[src/rtl/mpc_mvmult_pkg.sv]
// Shared widths, FSM state encoding and accumulator sizing for the row MAC.
package mpc_mvmult_pkg;

    localparam int COEF_W_DEF = 17;
    localparam int X_W_DEF    = 32;
    localparam int FRAC_DEF   = 16;

    typedef enum logic [1:0] {
        IDLE  = 2'd0,
        RUN   = 2'd1,
        DRAIN = 2'd2,
        OUT   = 2'd3
    } state_t;

    // Full product width plus growth for summing n terms
    function automatic int acc_width(input int coef_w, input int x_w, input int n);
        return coef_w + x_w + $clog2(n);
    endfunction

endpackage

[src/rtl/mpc_mvmult_row_mac_if.sv]
// Handshake, coefficient-ROM and result signals of one matrix-row MAC.
interface mpc_mvmult_row_mac_if import mpc_mvmult_pkg::*; #(
    parameter int ADDR_W = 3,
    parameter int COEF_W = COEF_W_DEF,
    parameter int X_W    = X_W_DEF
);
    logic              start;
    logic              busy;
    logic [X_W-1:0]    x_data;
    logic              x_valid;
    logic              x_ready;
    logic [ADDR_W-1:0] rom_address0;
    logic              rom_ce0;
    logic [COEF_W-1:0] rom_q0;
    logic [X_W-1:0]    y_data;
    logic              y_valid;
    logic              y_ready;

    modport slave (
        input  start, x_data, x_valid, rom_q0, y_ready,
        output busy, x_ready, rom_address0, rom_ce0, y_data, y_valid
    );

    modport master (
        output start, x_data, x_valid, rom_q0, y_ready,
        input  busy, x_ready, rom_address0, rom_ce0, y_data, y_valid
    );
endinterface

[src/rtl/mpc_mvmult_sat.sv]
// Drops FRAC fraction bits from the accumulator and reduces it to X_W bits.
// MPC_MVMULT_SAT_EN defined: clamp to the signed X_W range; undefined: wrap.
module mpc_mvmult_sat #(
    parameter int ACC_W = 52,
    parameter int X_W   = 32,
    parameter int FRAC  = 16
) (
    input  logic signed [ACC_W-1:0] acc,
    output logic        [X_W-1:0]   y
);

`ifdef MPC_MVMULT_SAT_EN
    localparam logic signed [ACC_W-1:0] MAX_V = {{(ACC_W-X_W+1){1'b0}}, {(X_W-1){1'b1}}};
    localparam logic signed [ACC_W-1:0] MIN_V = {{(ACC_W-X_W+1){1'b1}}, {(X_W-1){1'b0}}};

    logic signed [ACC_W-1:0] shifted;

    assign shifted = acc >>> FRAC;

    always_comb begin
        y = shifted[X_W-1:0];
        if (shifted > MAX_V) begin
            y = MAX_V[X_W-1:0];
        end else if (shifted < MIN_V) begin
            y = MIN_V[X_W-1:0];
        end
    end
`else
    assign y = X_W'(acc >>> FRAC);
`endif

endmodule

[src/rtl/mpc_mvmult_row_mac.sv]
// One row of a matrix-vector product: streams N elements, multiplies each by
// its ROM coefficient and emits the Q16.16 sum (MPC_MVMULT_SAT_EN: saturate).
module mpc_mvmult_row_mac import mpc_mvmult_pkg::*; #(
    parameter int N      = 8,
    parameter int ADDR_W = 3,
    parameter int COEF_W = COEF_W_DEF,
    parameter int X_W    = X_W_DEF,
    parameter int FRAC   = FRAC_DEF
) (
    input  logic                 clk,
    input  logic                 reset,
    mpc_mvmult_row_mac_if.slave  bus
);

    localparam int                ACC_W = acc_width(COEF_W, X_W, N);
    localparam int                PRD_W = COEF_W + X_W;
    localparam logic [ADDR_W-1:0] LAST  = ADDR_W'(N - 1);

    state_t                   state_reg;
    logic [ADDR_W-1:0]        idx_reg;
    logic signed [ACC_W-1:0]  acc_reg;
    logic signed [X_W-1:0]    x_d_reg;
    logic                     valid_d_reg;
    logic [X_W-1:0]           y_data_reg;
    logic                     y_valid_reg;
    logic                     busy_reg;
    logic                     x_ready_reg;

    logic                     accept;
    logic signed [PRD_W-1:0]  prod;
    logic signed [ACC_W-1:0]  acc_next;
    logic [X_W-1:0]           y_sat;

    assign accept = bus.x_valid && x_ready_reg;

    // ROM address goes out in the accept cycle so its data lines up with x_d_reg
    assign bus.rom_ce0      = accept;
    assign bus.rom_address0 = accept ? idx_reg : '0;

    assign prod     = $signed(bus.rom_q0) * x_d_reg;
    assign acc_next = valid_d_reg ? acc_reg + ACC_W'(prod) : acc_reg;

    mpc_mvmult_sat #(
        .ACC_W (ACC_W),
        .X_W   (X_W),
        .FRAC  (FRAC)
    ) u_sat (
        .acc (acc_next),
        .y   (y_sat)
    );

    always_ff @(posedge clk) begin
        if (reset) begin
            state_reg   <= IDLE;
            idx_reg     <= '0;
            acc_reg     <= '0;
            x_d_reg     <= '0;
            valid_d_reg <= 1'b0;
            y_data_reg  <= '0;
            y_valid_reg <= 1'b0;
            busy_reg    <= 1'b0;
            x_ready_reg <= 1'b0;
        end else begin
            valid_d_reg <= accept;
            acc_reg     <= acc_next;
            if (accept) begin
                x_d_reg <= bus.x_data;
                idx_reg <= (idx_reg == LAST) ? '0 : idx_reg + 1'b1;
            end

            case (state_reg)
                IDLE: begin
                    if (bus.start) begin
                        state_reg   <= RUN;
                        acc_reg     <= '0;
                        idx_reg     <= '0;
                        busy_reg    <= 1'b1;
                        x_ready_reg <= 1'b1;
                    end
                end
                RUN: begin
                    if (accept && idx_reg == LAST) begin
                        state_reg   <= DRAIN;
                        x_ready_reg <= 1'b0;
                    end
                end
                DRAIN: begin
                    // acc_next already folds in the final product here
                    state_reg   <= OUT;
                    y_data_reg  <= y_sat;
                    y_valid_reg <= 1'b1;
                end
                OUT: begin
                    if (bus.y_ready) begin
                        state_reg   <= IDLE;
                        y_valid_reg <= 1'b0;
                        busy_reg    <= 1'b0;
                    end
                end
                default: begin
                    state_reg <= IDLE;
                end
            endcase
        end
    end

    assign bus.busy    = busy_reg;
    assign bus.x_ready = x_ready_reg;
    assign bus.y_data  = y_data_reg;
    assign bus.y_valid = y_valid_reg;

endmodule

[src/flat_wrapper.sv]
// flat-port wrapper written by rule: the top's interface ports become plain ports
module mpc_mvmult_row_mac_flat import mpc_mvmult_pkg::*;
#(
    parameter int N      = 8,
    parameter int ADDR_W = 3,
    parameter int COEF_W = COEF_W_DEF,
    parameter int X_W    = X_W_DEF,
    parameter int FRAC   = FRAC_DEF
)
  (clk, reset, bus_start, bus_x_data, bus_x_valid, bus_rom_q0, bus_y_ready, bus_busy, bus_x_ready, bus_rom_address0, bus_rom_ce0, bus_y_data, bus_y_valid);
  mpc_mvmult_row_mac_if #(.ADDR_W(ADDR_W), .COEF_W(COEF_W), .X_W(X_W)) bus_i ();
  input  logic clk;
  input  logic reset;
  input wire logic [$bits(bus_i.start)-1:0] bus_start;
  input wire logic [$bits(bus_i.x_data)-1:0] bus_x_data;
  input wire logic [$bits(bus_i.x_valid)-1:0] bus_x_valid;
  input wire logic [$bits(bus_i.rom_q0)-1:0] bus_rom_q0;
  input wire logic [$bits(bus_i.y_ready)-1:0] bus_y_ready;
  output wire logic [$bits(bus_i.busy)-1:0] bus_busy;
  output wire logic [$bits(bus_i.x_ready)-1:0] bus_x_ready;
  output wire logic [$bits(bus_i.rom_address0)-1:0] bus_rom_address0;
  output wire logic [$bits(bus_i.rom_ce0)-1:0] bus_rom_ce0;
  output wire logic [$bits(bus_i.y_data)-1:0] bus_y_data;
  output wire logic [$bits(bus_i.y_valid)-1:0] bus_y_valid;
  assign bus_i.start = bus_start;
  assign bus_i.x_data = bus_x_data;
  assign bus_i.x_valid = bus_x_valid;
  assign bus_i.rom_q0 = bus_rom_q0;
  assign bus_i.y_ready = bus_y_ready;
  assign bus_busy = bus_i.busy;
  assign bus_x_ready = bus_i.x_ready;
  assign bus_rom_address0 = bus_i.rom_address0;
  assign bus_rom_ce0 = bus_i.rom_ce0;
  assign bus_y_data = bus_i.y_data;
  assign bus_y_valid = bus_i.y_valid;
  mpc_mvmult_row_mac #(.N(N), .ADDR_W(ADDR_W), .COEF_W(COEF_W), .X_W(X_W), .FRAC(FRAC)) u_core (.clk(clk), .reset(reset), .bus(bus_i));
endmodule
[config.mk]
export PLATFORM = sky130hd
export DESIGN_NAME = mpc_mvmult_row_mac_flat
export DESIGN_NICKNAME = d
export VERILOG_FILES = /design/src/rtl/mpc_mvmult_pkg.sv /design/src/rtl/mpc_mvmult_row_mac_if.sv /design/src/rtl/mpc_mvmult_sat.sv /design/src/rtl/mpc_mvmult_row_mac.sv /design/src/flat_wrapper.sv
export SDC_FILE = /design/constraint.sdc
export NUM_CORES = 2
export LEC_CHECK = 0
export BUFFER_PORTS_ARGS = -buffer_cell sky130_fd_sc_hd__buf_2
export CAP_MARGIN = 10
export CORE_ASPECT_RATIO = 0.6
export CORE_MARGIN = 2
export CORE_UTILIZATION = 40
export DETAILED_ROUTE_END_ITERATION = 12
export SKIP_LAST_GASP = 1
export SYNTH_ARGS = -nofsm -noshare
export SYNTH_HDL_FRONTEND = slang
export SYNTH_SLANG_ARGS = --single-unit
[constraint.sdc]
create_clock -name clk -period 14.2 [get_ports clk]
set_input_delay 4.26 -clock clk [delete_from_list [all_inputs] [get_ports clk]]
set_output_delay 4.26 -clock clk [all_outputs]
set_load 0.01 [all_outputs]
# Word level (Yosys, flattened, before mapping)
# Index checks and enable logic that the tools add are counted.
dict set report classes {
  addsub 2
  n_mux 18
  n_reduce_logical 10
  eq_ne 7
  n_mul 1
}
# op count
set op_table {}
lappend op_table {{52-bit two-way mux} 3}
lappend op_table {{52-bit by 49-bit adder with 52-bit output} 1}
lappend op_table {{17-bit by 32-bit multiplier with 49-bit output} 1}
lappend op_table {{3-bit two-way mux} 5}
lappend op_table {{3-bit AND reduction} 3}
lappend op_table {{2-bit case mux with 4 select lines} 1}
lappend op_table {{2-bit two-way mux} 3}
lappend op_table {{1-bit case mux with 2 select lines} 3}
lappend op_table {{2-bit nonzero test} 3}
lappend op_table {{2-bit == test, second input constant} 2}
lappend op_table {{2-bit != test, second input constant} 2}
lappend op_table {{3-bit by 1-bit adder with 3-bit output, second input constant} 1}
lappend op_table {{3-bit == test, second input constant} 1}
lappend op_table {{1-bit two-way mux} 3}
lappend op_table {{2-bit by 1-bit == test with 1-bit output, second input constant} 1}
lappend op_table {{1-bit logical AND} 2}
lappend op_table {{2-bit zero test} 1}
lappend op_table {{2-bit by 1-bit != test with 1-bit output, second input constant} 1}
lappend op_table {{2-bit AND reduction} 1}
dict set report totals {
  out_inout_bits 39
  inputBits 54
  wordCells 47
  reg_bits 125
}

# Longest topological paths before layout
dict set report depth {
  word_depth 5
  ltp_mapped 27
}

# By module
# A second synthesis with hierarchy kept.
dict set report hier_totals {
  cells_unflattened 2912
  area_unflattened_um2 26341.5
}
# mod instances cells_each area_each_um2 seq_area_each_um2
set modules_own_cells {}
lappend modules_own_cells {mpc_mvmult_row_mac 1 2880 26101.3 2502.4}
lappend modules_own_cells {mpc_mvmult_sat 1 32 240.2 0.0}

# Worst setup path after synthesis
# No wires, ideal clock.
dict set report synth_timing {
  kind {input -> register}
  from {input bus_rom_q0[0]}
  to {register u_core.y_data_reg[25], in the netlist u_core.bus.y_data[25]}
  t_arrival_ps 10203
  path_stages 22
  setup_slack_ps 3918
  path_buffers 2
  setup_ps 79
  path_cell_list {clkbuf_1 > nand2_1 > inv_1 > fa_1 > fa_1 > ha_1 > inv_1 > fa_1 > inv_1 > fa_1 > inv_1 > fa_1 > inv_1 > ha_1 > clkbuf_1 > nand4_1 > nor4_1 > a21oi_2 > o21a_1 > or4_1 > and3_1 > a211oi_2}
}
dict set report synth_between {
  elab_chain_len 3
}
# item line_no
set synth_lines {}
lappend synth_lines {{start, declared} flat_wrapper.sv:17} ;# input wire logic [$bits(bus_i.rom_q0)-1:0] bus_rom_q0;
lappend synth_lines {{17-bit by 32-bit multiplier with 49-bit output} mpc_mvmult_row_mac.sv:40} ;# assign prod = $signed(bus.rom_q0) * x_d_reg;
lappend synth_lines {{52-bit by 49-bit adder with 52-bit output} mpc_mvmult_row_mac.sv:41} ;# assign acc_next = valid_d_reg ? acc_reg + ACC_W'(prod) : acc_reg;
lappend synth_lines {{52-bit two-way mux} mpc_mvmult_row_mac.sv:41}
lappend synth_lines {{end signal, assigned} mpc_mvmult_row_mac.sv:90} ;# y_data_reg <= y_sat;
lappend synth_lines {{end, declared} mpc_mvmult_row_mac.sv:24} ;# logic [X_W-1:0] y_data_reg;
# No other way between the ends.
# A chain may end at the register's enable or synchronous reset.

# Worst setup path after layout
dict set report layout_timing {
  from {input bus_rom_q0[0]}
  to {register u_core.acc_reg[44]}
}
dict set report layout_between {
  elab_chain_len 5
}
# item line_no
set layout_lines {}
lappend layout_lines {{17-bit by 32-bit multiplier with 49-bit output *} mpc_mvmult_row_mac.sv:40}
lappend layout_lines {{52-bit by 49-bit adder with 52-bit output *} mpc_mvmult_row_mac.sv:41}
lappend layout_lines {{52-bit two-way mux *} mpc_mvmult_row_mac.sv:41}
lappend layout_lines {{52-bit two-way mux} mpc_mvmult_row_mac.sv:73} ;# if (bus.start) begin
lappend layout_lines {{52-bit two-way mux *} mpc_mvmult_row_mac.sv:71} ;# case (state_reg)
lappend layout_lines {{end signal, assigned} mpc_mvmult_row_mac.sv:65} ;# acc_reg <= acc_next;
lappend layout_lines {{end, declared} mpc_mvmult_row_mac.sv:21} ;# logic signed [ACC_W-1:0] acc_reg;
# Mark *: on every way between the ends. The rest lies on a longest branch, timed or not.

==> flow_summary.yaml <==
outcome:
  status: "complete, no violations"
power:
  irDropWorstVdd_mv: 0.164
  p_leak_nw: 12.7
  power_density_nw_per_um2: 194
clock_tree:
  clk_pin_slew_ns: 0.06
  cts_hold_buf: 0
  cts_setup_buffers: 0
  clock-root-buffer: "clkbuf_16"
  htreeDepth: 4
  cts_tree: "done"
  clockBufferDepth: 2
  clk_latency_ns: 0.47
  ctsResizeCount: 0
  numCtsBuffers: 17
  numClockSinks: 121
placed_design:
  gp_congestion: 0.905
  post-place-ws_ns: 2.83
  io_buffers: 92
  place_hpwl_um: 56300
die:
  coreArea_um2: 61000
  die_w_um: 325
  dieArea_um2: 63700
  rows: 70
  die_y_um: 196
  num_io_pins: 93
  start_util: 0.405
synthesis:
  synth_cell_types: 54
  synth_fp_nets: 3514
  ys_async_sr_fraction: 0
  ys_warn_count: 0
  syn-instance-count: 2754
  syn-cell-area_um2: 24700
  ys_ff_latch: 121
  synth_edf_count: 0
  synthFlopType: "dfxtp_1"
  syn_area_per_cell_um2: 8.96
  yosysSeqAreaShare: 0.0982
sta:
  hold_slack_ns: 0.483
  maxSlewViolCount: 0
  fmax_mhz: 91.2
  fin_crit_sh: 0.772
  fin_tns_setup_ns: 0
  min_period_ns: 10.97
  timing.max_slew.rel_slack: 0.239
  rsz0062_at_grt: "no"
  setup_slack_ns: 3.23
  finalHoldViolations: 0
  worstMarginPinSlew_ns: 1.14
  finalSetupViolCount: 0
  skew_ns: 0.0273
routing:
  drtPass1Iterations: 5
  wl_um: 68900
  wl_met1_um: 35600
  drt-vias-per-instance: 5.01
  wl_met3_um: 7650
  vias: 18000
  ant_nets: 0
  drtIter0Drc: 1459
  wl_per_cell_um: 19.2
  maxUsedRoutingLayer: "met4"
  drc: 0
  wl_met2_um: 25200
setup_path:
  critical_path_required_ns: 14.59
  cp-end-kind: "flop"
  path_class: "input port to flop"
  r2r-end: "u_core.acc_reg[44]"
  path_buf_inv: 6
  r2r_cells: 22
  critPathTopFamily: "adder cells"
  r2r-start: "u_core.x_d_reg[31]"
  max_stage_delay_ns: 0.74
  critPathLaunchType: "input port"
  path_cells: "buf_2 > nand2_1 > inv_1 > fa_1 > fa_1 > ha_1 > inv_1 > fa_1 > inv_1 > fa_1 > inv_1 > fa_1 > inv_1 > ha_1 > nand4_1 > nor3_1 > nand4_1 > o22ai_1 > o21ai_1 > o21ai_1 > a31oi_1 > or4_1 > nand3_1"
  cpMaxStageDelayCell: "inv_1"
  worstSetupStartpoint: "bus_rom_q0[0]"
  reg2reg_slack_ns: 6.69
  crit_arrival_ns: 11.36
  worstPathMaxFanout: 32
grt:
  grt_pass1_wl_um: 111000
  grt_max_degree: 75
  grt_pass1_vias: 18900
  grtUsageTotal: 0.227
  grt_antenna_before_repair: 1
  overflow: 0
layout:
  fin_util: 0.432
  drive_above_1_share: 0.0505
  layout_commonest_cell: "inv_1"
  largest_reg_flops: 48
  layout.nets: 3502
  syn_to_final_growth_pct: 6.83
  final_cell_mix: "inv_1, fa_1, nand2_1, and2_1, ha_1"
  insertedDiodeCount: 0
min_path:
  min_path_cells: 2
  min_to: "u_core.bus.y_data[24]"
  hold_start: "u_core.bus.y_data[24]"
  hp-class: "flop to flop"
job:
  maxCapViolations: 0
-- power by group --
| group | leakage [nW] | switching (W) | internal, W |
|---|---|---|---|
| Clock | 0.299 | 0.000193 | 0.000290 |
| Sequential | 0.982 | 0.000123 | 0.000409 |
| Combinational | 11.5 | 0.00255 | 0.00155 |
| Total | 12.7 | 0.00287 | 0.00225 |
-- metrics by stage --
stage	total power (W)	cells	area, um^2
after floorplan	0.00333	2754	24700
after global placement	0.00454	3551	25700
after detailed placement	0.00452	3551	25700
after CTS	0.00509	3582	26400
after global routing	0.00564	3582	26400
final	0.00512	3582	26400
-- worst max-delay path by stage --
stage / endpoint / slack [ns] / cells past startpoint
3_5_place_dp: u_core.acc_reg[44] / 2.83 / 25
6_report: u_core.acc_reg[44] / 3.23 / 23
4_1_cts: u_core.acc_reg[44] / 3.29 / 23
2_1_floorplan: u_core.bus.y_data[25] / 3.92 / 22
5_1_grt: u_core.acc_reg[44] / 2.76 / 23
3_3_place_gp: u_core.acc_reg[44] / 3.00 / 25
-- worst register-to-register path, stage by stage (launching register included) --
cell and delay, ns:
dfxtp_1 0.80, nand2_1 0.27, inv_1 0.74, fa_1 0.59
fa_1 0.47, ha_1 0.29, inv_1 0.05, fa_1 0.50
inv_1 0.06, fa_1 0.53, inv_1 0.05, fa_1 0.48
inv_1 0.04, ha_1 0.39, nand4_1 0.19, nor3_1 0.27
nand4_1 0.13, o22ai_1 0.25, o21ai_1 0.14, o21ai_1 0.44
a31oi_1 0.25, or4_1 0.44, nand3_1 0.10
-- kinds of logic (layout without fill, tap and decap cells) --
family / Yosys count / in the layout / share of synthesized area
AOI/OAI and AO/OA: 224 / 224 / 0.0580
and+or+nand+nor: 832 / 832 / 0.159
buffers and inverters: 781 / 781 / 0.119
xor gates and xnor gates: 54 / 54 / 0.0192
adders and majority gates: 706 / 706 / 0.532
muxes: 36 / 36 / 0.0146
DFF: 121 / 121 / 0.0982
-- synth_stat cells, types with 2 or more instances --
cell,count,area share
inv_1,648,0.099
fa_1,571,0.46
nand2_1,397,0.060
and2_1,233,0.059
ha_1,135,0.068
clkbuf_1,126,0.019
dfxtp_1,121,0.098
nor2_1,111,0.017
a21oi_1,92,0.019
mux2i_1,36,0.015
xnor2_1,35,0.012
a211oi_1,31,0.0094
nor2b_1,28,0.0071
xor2_1,19,0.0067
a21o_1,18,0.0055
o21ai_0,17,0.0034
nand4_1,12,0.0030
nand3_1,11,0.0022
nand2b_1,10,0.0025
nor3_1,9,0.0018
o21ai_1,9,0.0018
o21bai_1,7,0.0021
a31oi_1,6,0.0015
and3_1,6,0.0015
o21a_1,6,0.0018
a311oi_1,5,0.0018
o211ai_1,5,0.0015
o22ai_1,5,0.0013
o31ai_1,5,0.0015
buf_1,4,0.00061
nor4_1,4,0.0010
a221oi_1,3,0.0011
nor4b_1,3,0.0011
or4_1,3,0.00091
buf_2,2,0.00041
nor3b_1,2,0.00061
o31a_1,2,0.00071
-- final cells by class --
cell class | instances | area [um^2]
Multi-Input combinational cell | 1852 | 19300
Clock buffer | 21 | 470
Fill cell | 6033 | 34600
Timing Repair Buffer | 101 | 528
Clock inverter | 10 | 143
Inverter | 649 | 2440
Sequential cell | 121 | 2420
Tap cell | 828 | 1040
-- per-layer routing --
metal  vias to the layer above  track usage
met1                      9122        0.377
met4                         0       0.0300
met3                        38       0.0625
li1                       8058            -
met5                         -            0
met2                       742        0.292
(Power assumes the default switching activity.)
